**src/rtl/q22_channel_scheduler.sv**
```systemverilog
// ---------------------------------------------------------------------------
// q22_channel_scheduler
//
// Purpose: selects one of four 24-bit signed sample channels per cycle and
// moves it into a single registered output stage as a Q22 sample. The sample
// keeps its sign bit and drops its LSB. Two arbitration modes are provided:
//   - round-robin (cfg_frame = 0): a rotating pointer picks among the enabled
//     channels that have a valid sample.
//   - frame (cfg_frame = 1): every channel enabled when the frame starts is
//     granted exactly once, in ascending order. The last sample of the frame
//     is tagged with m_last.
//
// Optional build macro: Q22_SCHED_CH0_PRIO_EN. When it is defined, channel 0
// wins every round-robin decision it takes part in and does not move the
// pointer. Frame mode is the same with or without the macro.
//
// Ports:
//   clk         sole clock, all state updates on the rising edge
//   reset       asynchronous, active-high reset
//   cfg_enable  [3:0]  per-channel enable mask
//   cfg_frame          0 = round-robin mode, 1 = frame mode
//   s_valid     [3:0]  per-channel sample valid
//   s_data      [95:0] channel i sample at bits [24i+23:24i]
//   s_ready     [3:0]  per-channel accept (one-hot or zero)
//   m_valid            output sample valid
//   m_ready            downstream accept
//   m_data      [22:0] Q22 output sample
//   m_chan      [1:0]  source channel of m_data
//   m_last             last sample of a frame
//   busy               output pending or frame in progress
// ---------------------------------------------------------------------------
module q22_channel_scheduler (
  input  logic        clk,
  input  logic        reset,
  input  logic [3:0]  cfg_enable,
  input  logic        cfg_frame,
  input  logic [3:0]  s_valid,
  input  logic [95:0] s_data,
  output logic [3:0]  s_ready,
  output logic        m_valid,
  input  logic        m_ready,
  output logic [22:0] m_data,
  output logic [1:0]  m_chan,
  output logic        m_last,
  output logic        busy
);

  typedef enum logic {IDLE, COLLECT} state_t;

  state_t      state;
  logic [1:0]  ptr;
  logic [1:0]  cur;
  logic [3:0]  frame_mask;

  logic        load_ok;
  logic [3:0]  rr_cand;
  logic        rr_found;
  logic [1:0]  rr_sel;
  logic [1:0]  lo_en;
  logic        frame_start;
  logic        in_frame;
  logic [3:0]  f_mask;
  logic [1:0]  f_cur;
  logic        nxt_found;
  logic [1:0]  nxt;
  logic [1:0]  sel;
  logic        found;
  logic        grant;
  logic        last_now;
  logic [23:0] chosen;

  // Arbitration. The output stage can take a sample whenever it is empty or
  // is being drained in this same cycle. In frame mode the IDLE state makes
  // its start decision and its first grant in one cycle, which is why the
  // frame selection reads cfg_enable directly while the state is IDLE.
  always_comb begin
    load_ok = !m_valid || m_ready;

    // Round-robin search starting at ptr. The loop runs from the farthest
    // candidate down to the nearest, so the nearest valid channel wins.
    rr_cand  = cfg_enable & s_valid;
    rr_found = 1'b0;
    rr_sel   = ptr;
    for (int k = 3; k >= 0; k--) begin
      if (rr_cand[ptr + 2'(k)]) begin
        rr_found = 1'b1;
        rr_sel   = ptr + 2'(k);
      end
    end
`ifdef Q22_SCHED_CH0_PRIO_EN
    if (rr_cand[0]) begin
      rr_found = 1'b1;
      rr_sel   = 2'd0;
    end
`endif

    lo_en = 2'd0;
    for (int i = 3; i >= 0; i--) begin
      if (cfg_enable[i]) lo_en = 2'(i);
    end

    frame_start = (state == IDLE) && cfg_frame && (cfg_enable != 4'd0);
    in_frame    = (state == COLLECT) || frame_start;
    f_mask      = (state == COLLECT) ? frame_mask : cfg_enable;
    f_cur       = (state == COLLECT) ? cur : lo_en;

    // Next higher channel in the frame. If there is none, f_cur is the last.
    nxt_found = 1'b0;
    nxt       = f_cur;
    for (int i = 3; i >= 0; i--) begin
      if (f_mask[i] && (i > int'(f_cur))) begin
        nxt_found = 1'b1;
        nxt       = 2'(i);
      end
    end

    sel      = in_frame ? f_cur : rr_sel;
    found    = in_frame ? s_valid[f_cur] : rr_found;
    grant    = !reset && load_ok && found;
    last_now = in_frame && !nxt_found;

    case (sel)
      2'd0:    chosen = s_data[23:0];
      2'd1:    chosen = s_data[47:24];
      2'd2:    chosen = s_data[71:48];
      default: chosen = s_data[95:72];
    endcase

    s_ready = grant ? (4'b0001 << sel) : 4'b0000;
  end

  // Output register, round-robin pointer and frame FSM. A grant always
  // reloads the output stage, so a pop and an accept in the same cycle keep
  // m_valid high and the stage sustains one sample per cycle.
  always_ff @(posedge clk or posedge reset) begin
    if (reset) begin
      state      <= IDLE;
      ptr        <= 2'd0;
      cur        <= 2'd0;
      frame_mask <= 4'd0;
      m_valid    <= 1'b0;
      m_data     <= 23'd0;
      m_chan     <= 2'd0;
      m_last     <= 1'b0;
    end else begin
      if (grant) begin
        m_valid <= 1'b1;
        m_data  <= {chosen[23], chosen[22:1]};
        m_chan  <= sel;
        m_last  <= last_now;
      end else if (m_valid && m_ready) begin
        m_valid <= 1'b0;
      end

`ifdef Q22_SCHED_CH0_PRIO_EN
      if (grant && !in_frame && (rr_sel != 2'd0)) ptr <= rr_sel + 2'd1;
`else
      if (grant && !in_frame) ptr <= rr_sel + 2'd1;
`endif

      case (state)
        IDLE: begin
          // A one-channel frame that is granted right away ends in the
          // same cycle, so the FSM stays in IDLE.
          if (frame_start) begin
            frame_mask <= cfg_enable;
            if (grant && last_now) begin
              state <= IDLE;
            end else if (grant) begin
              state <= COLLECT;
              cur   <= nxt;
            end else begin
              state <= COLLECT;
              cur   <= f_cur;
            end
          end
        end
        COLLECT: begin
          if (grant) begin
            if (last_now) state <= IDLE;
            else          cur   <= nxt;
          end
        end
        default: state <= IDLE;
      endcase
    end
  end

  assign busy = m_valid || (state == COLLECT);

endmodule

```
**config.mk**
```make
export PLATFORM = sky130hd
export DESIGN_NAME = q22_channel_scheduler
export DESIGN_NICKNAME = d
export VERILOG_FILES = /design/src/rtl/q22_channel_scheduler.sv
export SDC_FILE = /design/constraint.sdc
export NUM_CORES = 1
export LEC_CHECK = 0
export CAP_MARGIN = 20
export CORE_ASPECT_RATIO = 0.75
export CORE_UTILIZATION = 45
export DETAILED_ROUTE_END_ITERATION = 8
export PLACE_DENSITY = 0.9
export SLEW_MARGIN = 25
export SYNTH_ARGS = -nofsm -noshare
export SYNTH_HDL_FRONTEND = slang
export SYNTH_SLANG_ARGS = --single-unit
```
**constraint.sdc**
```tcl
create_clock -name clk -period 7.4 [get_ports clk]
set_input_delay 1.48 -clock clk [delete_from_list [all_inputs] [get_ports clk]]
set_output_delay 1.48 -clock clk [all_outputs]
set_load 0.1 [all_outputs]
```
After elaboration in Yosys (flattened, before gate mapping)
Cells that the tools add are included. Widths: inputs -> output; s select.

Output and inout bits: 32. Register bits after elaboration: 36. Logic and storage cells: 99.

Bitwise operators: 2. Eq/ne operators: 6. Add/sub/neg operators: 4. Reductions and logical operators: 23. Magnitude comparators: 8. Shifts and indexed selects: 1. Mux-type cells: 47.

Operators with widths (number): $pmux 24 s3 (1); $mux 2 (18); $mux 1 (19); $lt 2x3->1 const B (5); $logic_and 1x1->1 (11); $bmux 1 s2 (5); $mux 4 (2); $ne 2x2->1 const B (3); $add 2x1->2 const B (2); $add 2x2->2 const B (2); $and 4x4->4 (1); $gt 2x2->1 const A (2); $logic_not 1->1 (4); $pmux 2 s2 (1); $reduce_and 4->1 (1); $reduce_bool 4->1 (1); $shl 1x2->4 const A (1); $logic_or 1x1->1 (3); $eq 2x1->1 const B (1); $eq 2x2->1 const B (1); $gt 1x2->1 const A (1); $logic_not 2->1 (1); $ne 2x1->1 const B (1); $pmux 1 s2 (1); 3 further kinds (3).

Longest topological paths before layout
Gate-level depths: netlist of run 1.

Word-level depth: 16. Depth in mapped cells: 10. Mapped depth without buffers: 6.

Worst setup path after synthesis of run 1
Ideal clock, no wire load.

Path type: in2out. Start point: input port reset. End point: output port s_ready[3]. Slack: 1.460 ns. Arrival: 4.460 ns. Cell stages on the path: 7. Buffers on the path: 2. Path through: inv_1 nand2_1 a41oi_1 nand3_1 buf_4 buf_4 nor2_1.

Longest elaborated chain between the ends: 4.

RTL lines: start, declared (RTL line 34) `input logic reset,`; $logic_not 1->1 (no line); $logic_and 1x1->1 (2 in a row) (RTL line 119) `grant = !reset && load_ok && found;`; $mux 4 (RTL line 129) `s_ready = grant ? (4'b0001 << sel) : 4'b0000;`; end, declared (RTL line 39) `output logic [3:0] s_ready,`.

Every way passes these cells.

Final worst setup path of run 1
Start point: input port cfg_enable[3]. End point: output port s_ready[3].

Longest elaborated chain between the ends: 10. Elaborated cells on any way between the ends: 32. Those cells by class: 1 x shift; 26 x mux; 1 x bitwise; 4 x reduce/logical.

RTL lines: start, declared (RTL line 35) `input logic [3:0] cfg_enable,`; $and 4x4->4 or $mux 2 (tied branches) (RTL line 81, 99); $bmux 1 s2 or $mux 2 (tied branches) (RTL line 85, 99); $mux 1 (not written as such) or $mux 2 (tied branches) (RTL line 85, 99); $mux 2 (tied with other cells) (4 in a row) (RTL line 85) `if (rr_cand[ptr + 2'(k)]) begin`; $mux 2 or $mux 1 (tied branches) (RTL line 117, 118); $shl 1x2->4 or $logic_and 1x1->1 (tied branches) (RTL line 129, 119); $mux 4 (*) (RTL line 129).

Mark *: on every way between the ends. The rest lies on a longest branch, timed or not. The select of a mux whose other input is x is not followed.

==> flow_summary.toml, run 1 <==
[synth]
synth.most_common_cell = "a21oi_1"
synth_area_um2 = 3130
synth.yosys.seq_area_share_pct = 28.0
synth-main-ff-cell = "dfrtp_1"
synth.top_cell.area_share_pct = 28.0
yosysWarnings = 0
ys_top_cells_by_count = "39 x a21oi_1, 35 x dfrtp_1, 28 x nand2_1"
yosysTopAreaCell = "dfrtp_1"
synth_edf_count = 0
ys_ff_latch = 35
synth.area.top_cells = "dfrtp_1 28%, a21oi_1 6.2%, mux2i_1 4.8%"
synthCells = 363
syn-num-nets = 471
syn_avg_cell_area_um2 = 8.63
synth_cell_types = 65
async_reset_ff_share_pct = 100

[timing]
fin_crit_sh_pct = 79.6
worst_slew_pin_slew_ns = 1.01
hold_viol = 0
rsz0062_at_grt = "no"
finalSetupViolations = 0
period_needed_ns = 5.89
skew_ns = 0.00775
setup-tns-final_ns = 0
max_clock_freq_mhz = 170
maxSlewHeadroom_pct = 32.2
fin_ws_ns = 1.51
slew_viol_final = 0

[route]
num_vias = 3530
viasPerCell = 6.33
drt-pass1-iter-count = 9
drt_iter0_markers = 311
antenna_left = 0
wl_per_cell_um = 19.0
drc_errors = 9
routed_wl_um = 10600

[layout]
num-nets-final = 584
stdcell_count = 558
syn2layout_area_growth_pct = 44.2
antenna-diode-count = 0
drive_above_1_share_pct = 9.01

[global_route]
grt_max_degree = 40
grt_usage_pct = 28.8
antenna_found_initial = 0
grt_pass1_vias = 3236
grt_pass1_wl_um = 16500
overflow = 0

[clock_tree]
cts_tree = "done"
htree_levels = 2
clock_path_buffers = 2
cts_hold_buffers = 0
clk_pin_slew_ns = 0.08
clk_latency_ns = 0.29
clockRootBuffer = "clkbuf_8"
cts-buffers-inserted = 5
cts_num_sinks = 35
cts_resized = 0
cts_setup_buffers = 0

[worst_setup_path]
crit_type = "input pin to output pin"
start_kind = "input pin"
worst_r2r_endpoint = "m_data[8]$_DFFE_PP0N_"
worst_setup_path_end_kind = "output pin"
rr_worst_depth = 7
cp-startpoint = "cfg_enable[3]"
r2r_setup_slack_ns = 4.49
crit_arrival_ns = 4.41
rr_startpoint = "state$_DFF_PP0_"
crit_path_end = "s_ready[3]"
worstPathRequired_ns = 5.92
cp_max_fo = 25

[placed_design]
gp_congestion = 0.895
pre_cts_ws_ns = 1.50
portBuffers = 135
place_inst = 549
dp_hpwl_um = 7670

[pwr]
pwr-share-seq_pct = 15.9
power_mw = 2.33
p_leak_nw = 1.84
power_density_nw_per_um2 = 515
peakVddDrop_uv = 380
p_int_uw = 949
p_comb_share_pct = 76.1
power_frac_clock_pct = 8.0
p_sw_share_pct = 59.2
switchingPower_mw = 1.38

[outcome]
outcome = "finished with violations"
violations = "DRC"

[floorplan]
die_y_um = 74.3
core_area_um2 = 6510
start_util_pct = 48.2
ios = 140
row_count = 25
die_w_um = 98.4
dieArea_um2 = 7300

[min_path]
min-delay-start = "m_chan[0]$_DFFE_PP0N_"
hold_path_class = "flip-flop to flip-flop"

[flow_run]
cap_viol_max_count = 0
==> how the worst min path moves through the flow <==
stage,to,slack (ns),cells after the start
after floorplan,frame_mask[2]$_DFFE_PP0P_,0.47,1
after global placement,m_data[20]$_DFFE_PP0N_,0.46,2
after detailed placement,m_chan[0]$_DFFE_PP0N_,0.47,2
after CTS,m_chan[0]$_DFFE_PP0N_,0.49,2
after global routing,m_data[0]$_DFFE_PP0N_,0.51,2
final,m_chan[0]$_DFFE_PP0N_,0.48,2
==> cell families (layout without fill, tap and decap cells) <==
group / Yosys count / count (layout) / share of synthesized area, %
flip-flops: 35 / 35 / 28.0
buffers and inverters: 58 / 172 / 10.3
AND/OR/NAND/NOR: 72 / 72 / 12.1
multiplexers: 21 / 21 / 6.95
AO/OA/AOI/OAI: 177 / 177 / 42.7
==> cell usage in the layout (no fill, tap or decap), types with 13 or more instances in the layout <==
cell type	Yosys	layout
clkdlybuf4s50_1	0	131
a2111oi_0	13	13
mux2i_1	15	15
inv_1	22	22
a211o_1	13	13
a21oi_1	39	38
a311oi_1	13	13
nand2_1	28	28
dfrtp_1	35	35
a21o_1	15	15
==> per-stage QoR <==
step                hold WS (ns)  instance area (um^2)  util [%]
floorplan                  0.475                  3130         -
global placement           0.460                  4390      67.5
detailed placement         0.467                  4390      67.5
CTS                        0.486                  4510      69.3
global route               0.508                  4520      69.4
finish                     0.482                  4520      69.4
==> layout make-up <==
cell class | count | area, um^2
tap | 81 | 101
inverter | 22 | 82.6
clock inverter | 2 | 35.0
fill | 524 | 1990
clock buffer | 6 | 82.6
multi-input combinational | 270 | 1940
timing repair buffer | 142 | 1400
sequential | 35 | 876
==> flip-flops by register name, summed over array words and instances (netlist names) <==
signal,flops
frame_mask,3
cur,2
ptr,2
m_data,23
m_valid,1
state,1
m_chan,2
m_last,1
==> critical path, cell delays in order <==
cell and delay [ns]:
clkdlybuf4s50_1 0.65, o41ai_4 0.47, nand2_2 0.36, a31oi_2 0.81, nor2_4 0.19, nor2_1 0.23, buf_12 0.20
==> power groups by stage <==
stage	Clock [mW]	Combinational, mW	Sequential [mW]
after floorplan	0	0.866	0.874
after global placement	0	1.72	0.367
after detailed placement	0	1.75	0.369
after CTS	0.188	1.75	0.368
after global routing	0.195	1.86	0.383
final	0.185	1.77	0.370
==> metal layers <==
layer / wire, um / part of all wire [%] / global-route usage (%)
met3: 1110 / 10 / 7.42
met5: 0 / 0 / 0
met1: 4420 / 42 / 36.5
met4: 148 / 1.4 / 8.29
met2: 4950 / 47 / 49.4
Power figures use the tool's default switching activity.
==> inputs of run 2 (changes only) <==
Settings changed: CORE_UTILIZATION 45 to 43, PLACE_DENSITY 0.9 to 0.87.
Clock period 7.4 ns to 5.89 ns, I/O delays scaled along.
==> run 2 against run 1 <==
  * The flow now finishes without violations
  * First-iteration DRC count is 34% lower
  * Clock-buffer cell count is the same
  * Global-route usage is 0.68 points lower
  * Register-to-register slack lost 1.6 ns
  * Non-clock buffer count rose by 2
  * Wire length up 2.4%
  * Critical path depth grew 1
  * Cell area grew 1.6%
  * Clock power rose by 25%
  * Combinational power increased by 28%
  * Utilization shrank 3.2 points
==> flow_summary.toml, run 2 (synthesis gave the netlist of run 1 again) <==
[outcome]
outcome = "finished, final reports clean"

[clock_tree]
cts_num_sinks = 35
cts_resized = 0
clock_path_buffers = 2
htree_levels = 2
clk_latency_ns = 0.29
cts_setup_buffers = 0
cts_hold_buffers = 0
clockRootBuffer = "clkbuf_8"
clk_pin_slew_ns = 0.08
cts_tree = "done"
cts-buffers-inserted = 5

[layout]
drive_above_1_share_pct = 9.19
num-nets-final = 586
layout_common_cells = "131 x clkdlybuf4s50_1, 39 x a21oi_1, 35 x dfrtp_1"
antenna-diode-count = 0
reg_top3 = "m_data x23, frame_mask x3"
largest-register = "m_data"
final_common_cell = "clkdlybuf4s50_1"
post-route-util_pct = 66.2
syn2layout_area_growth_pct = 46.4
largest_reg_flops = 23

[route]
num_vias = 3563
wl_per_cell_um = 18.9
drt-pass1-iter-count = 5
drc_errors = 0
antenna_left = 0
viasPerCell = 6.18
drt_iter0_markers = 204
routed_wl_um = 10900

[global_route]
grt.busiest_layer = "met2"
use_met2_pct = 45.0
overflow = 0
grt_max_degree = 39
use_met1_pct = 38.4
grt_pass1_vias = 3305
grt_pass1_wl_um = 17000
antenna_found_initial = 0
grt_usage_pct = 28.1
use_met3_pct = 6.64

[placed_design]
gp_congestion = 0.856
dp_hpwl_um = 8030
portBuffers = 135

[floorplan]
dieArea_um2 = 7630
start_util_pct = 45.2
die_w_um = 101
core_area_um2 = 6930
ios = 140
die_y_um = 75.9
row_count = 26

[worst_setup_path]
start_kind = "input pin"
cpMaxStageDelayCell = "clkdlybuf4s50_1"
slowest_delay_ns = 0.62
r2r_setup_slack_ns = 2.91
worst_setup_path_end_kind = "output pin"
crit_type = "input pin to output pin"
rr_startpoint = "state$_DFF_PP0_"
crit_arrival_ns = 3.89
rr_worst_depth = 7
worstPathRequired_ns = 4.71
path_cells = "clkdlybuf4s50_1, o41ai_4, nand2_2, nand4_1, and3_1, nand2_1, nor2_1, buf_12"
cp_max_fo = 25
worst_r2r_endpoint = "m_data[21]$_DFFE_PP0N_"

[timing]
finalSetupViolations = 0
max_clock_freq_mhz = 197
maxSlewHeadroom_pct = 31.8
slew_viol_final = 0
skew_ns = 0.00492
setup-tns-final_ns = 0
period_needed_ns = 5.07
fin_crit_sh_pct = 86.0
hold_viol = 0
worst_slew_pin_slew_ns = 1.02
rsz0062_at_grt = "no"

[min_path]
hold_path_class = "flip-flop to flip-flop"
min-delay-start = "m_data[1]$_DFFE_PP0N_"
min_path_cells = 2
whs_endpoint = "m_data[1]$_DFFE_PP0N_"

[pwr]
power_density_nw_per_um2 = 644
p_leak_nw = 1.86
peakVddDrop_uv = 591

[flow_run]
cap_viol_max_count = 0
[run 2: cell count changes in the layout (fill, tap and decap cells not counted), sizes merged]
cell | previous run | this run
buf | 11 | 13
[run 2: layout make-up]
cell class,instances,area (um^2)
fillers,585,2340
repair buffers,144,1460
well taps,98,123
flip-flops and latches,35,876
clock inverters,2,35.0
clock buffers,6,82.6
multi-input cells,270,1930
inverters,22,82.6
[run 2: critical path: cells and delay by family]
kind | cells | cell delay, ns
buffers and inverters | 2 | 0.82
AO/OA/AOI/OAI | 1 | 0.50
AND/OR/NAND/NOR | 5 | 1.37
[run 2: metal layers]
| layer | vias up | routed length [um] |
|---|---|---|
| li1 | 1650 | - |
| met1 | 1711 | 4760 |
| met2 | 194 | 5000 |
| met3 | 8 | 1000 |
| met4 | 0 | 111 |
| met5 | - | 0 |
[run 2: worst max path at each step]
stage	start	to	slack, ns	cells past startpoint
after floorplan	reset	s_ready[3]	0.55	7
final	cfg_enable[0]	s_ready[0]	0.82	8
after CTS	cfg_enable[0]	s_ready[0]	0.82	8
after detailed placement	cfg_enable[3]	s_ready[0]	0.83	8
after global placement	cfg_enable[0]	s_ready[0]	0.89	8
after global routing	cfg_enable[0]	s_ready[0]	0.61	8
[run 2: report_power, final]
group          internal [mW]  switching [mW]  total [mW]
clock                  0.137          0.0939       0.231
combinational          0.708            1.55        2.26
sequential             0.366          0.0975       0.463
[run 2: metrics by stage]
| step | setup slack (ns) | instances | hold WS, ns | cell area (um^2) | power [mW] |
|---|---|---|---|---|---|
| detailed placement | 0.828 | 569 | 0.473 | 4470 | 2.70 |
| global route | 0.609 | 577 | 0.525 | 4590 | 3.10 |
| floorplan | 0.554 | 363 | 0.475 | 3130 | 2.19 |
| global placement | 0.892 | 568 | 0.463 | 4470 | 2.66 |
| finish | 0.823 | 577 | 0.492 | 4590 | 2.95 |
| CTS | 0.819 | 577 | 0.491 | 4590 | 2.94 |
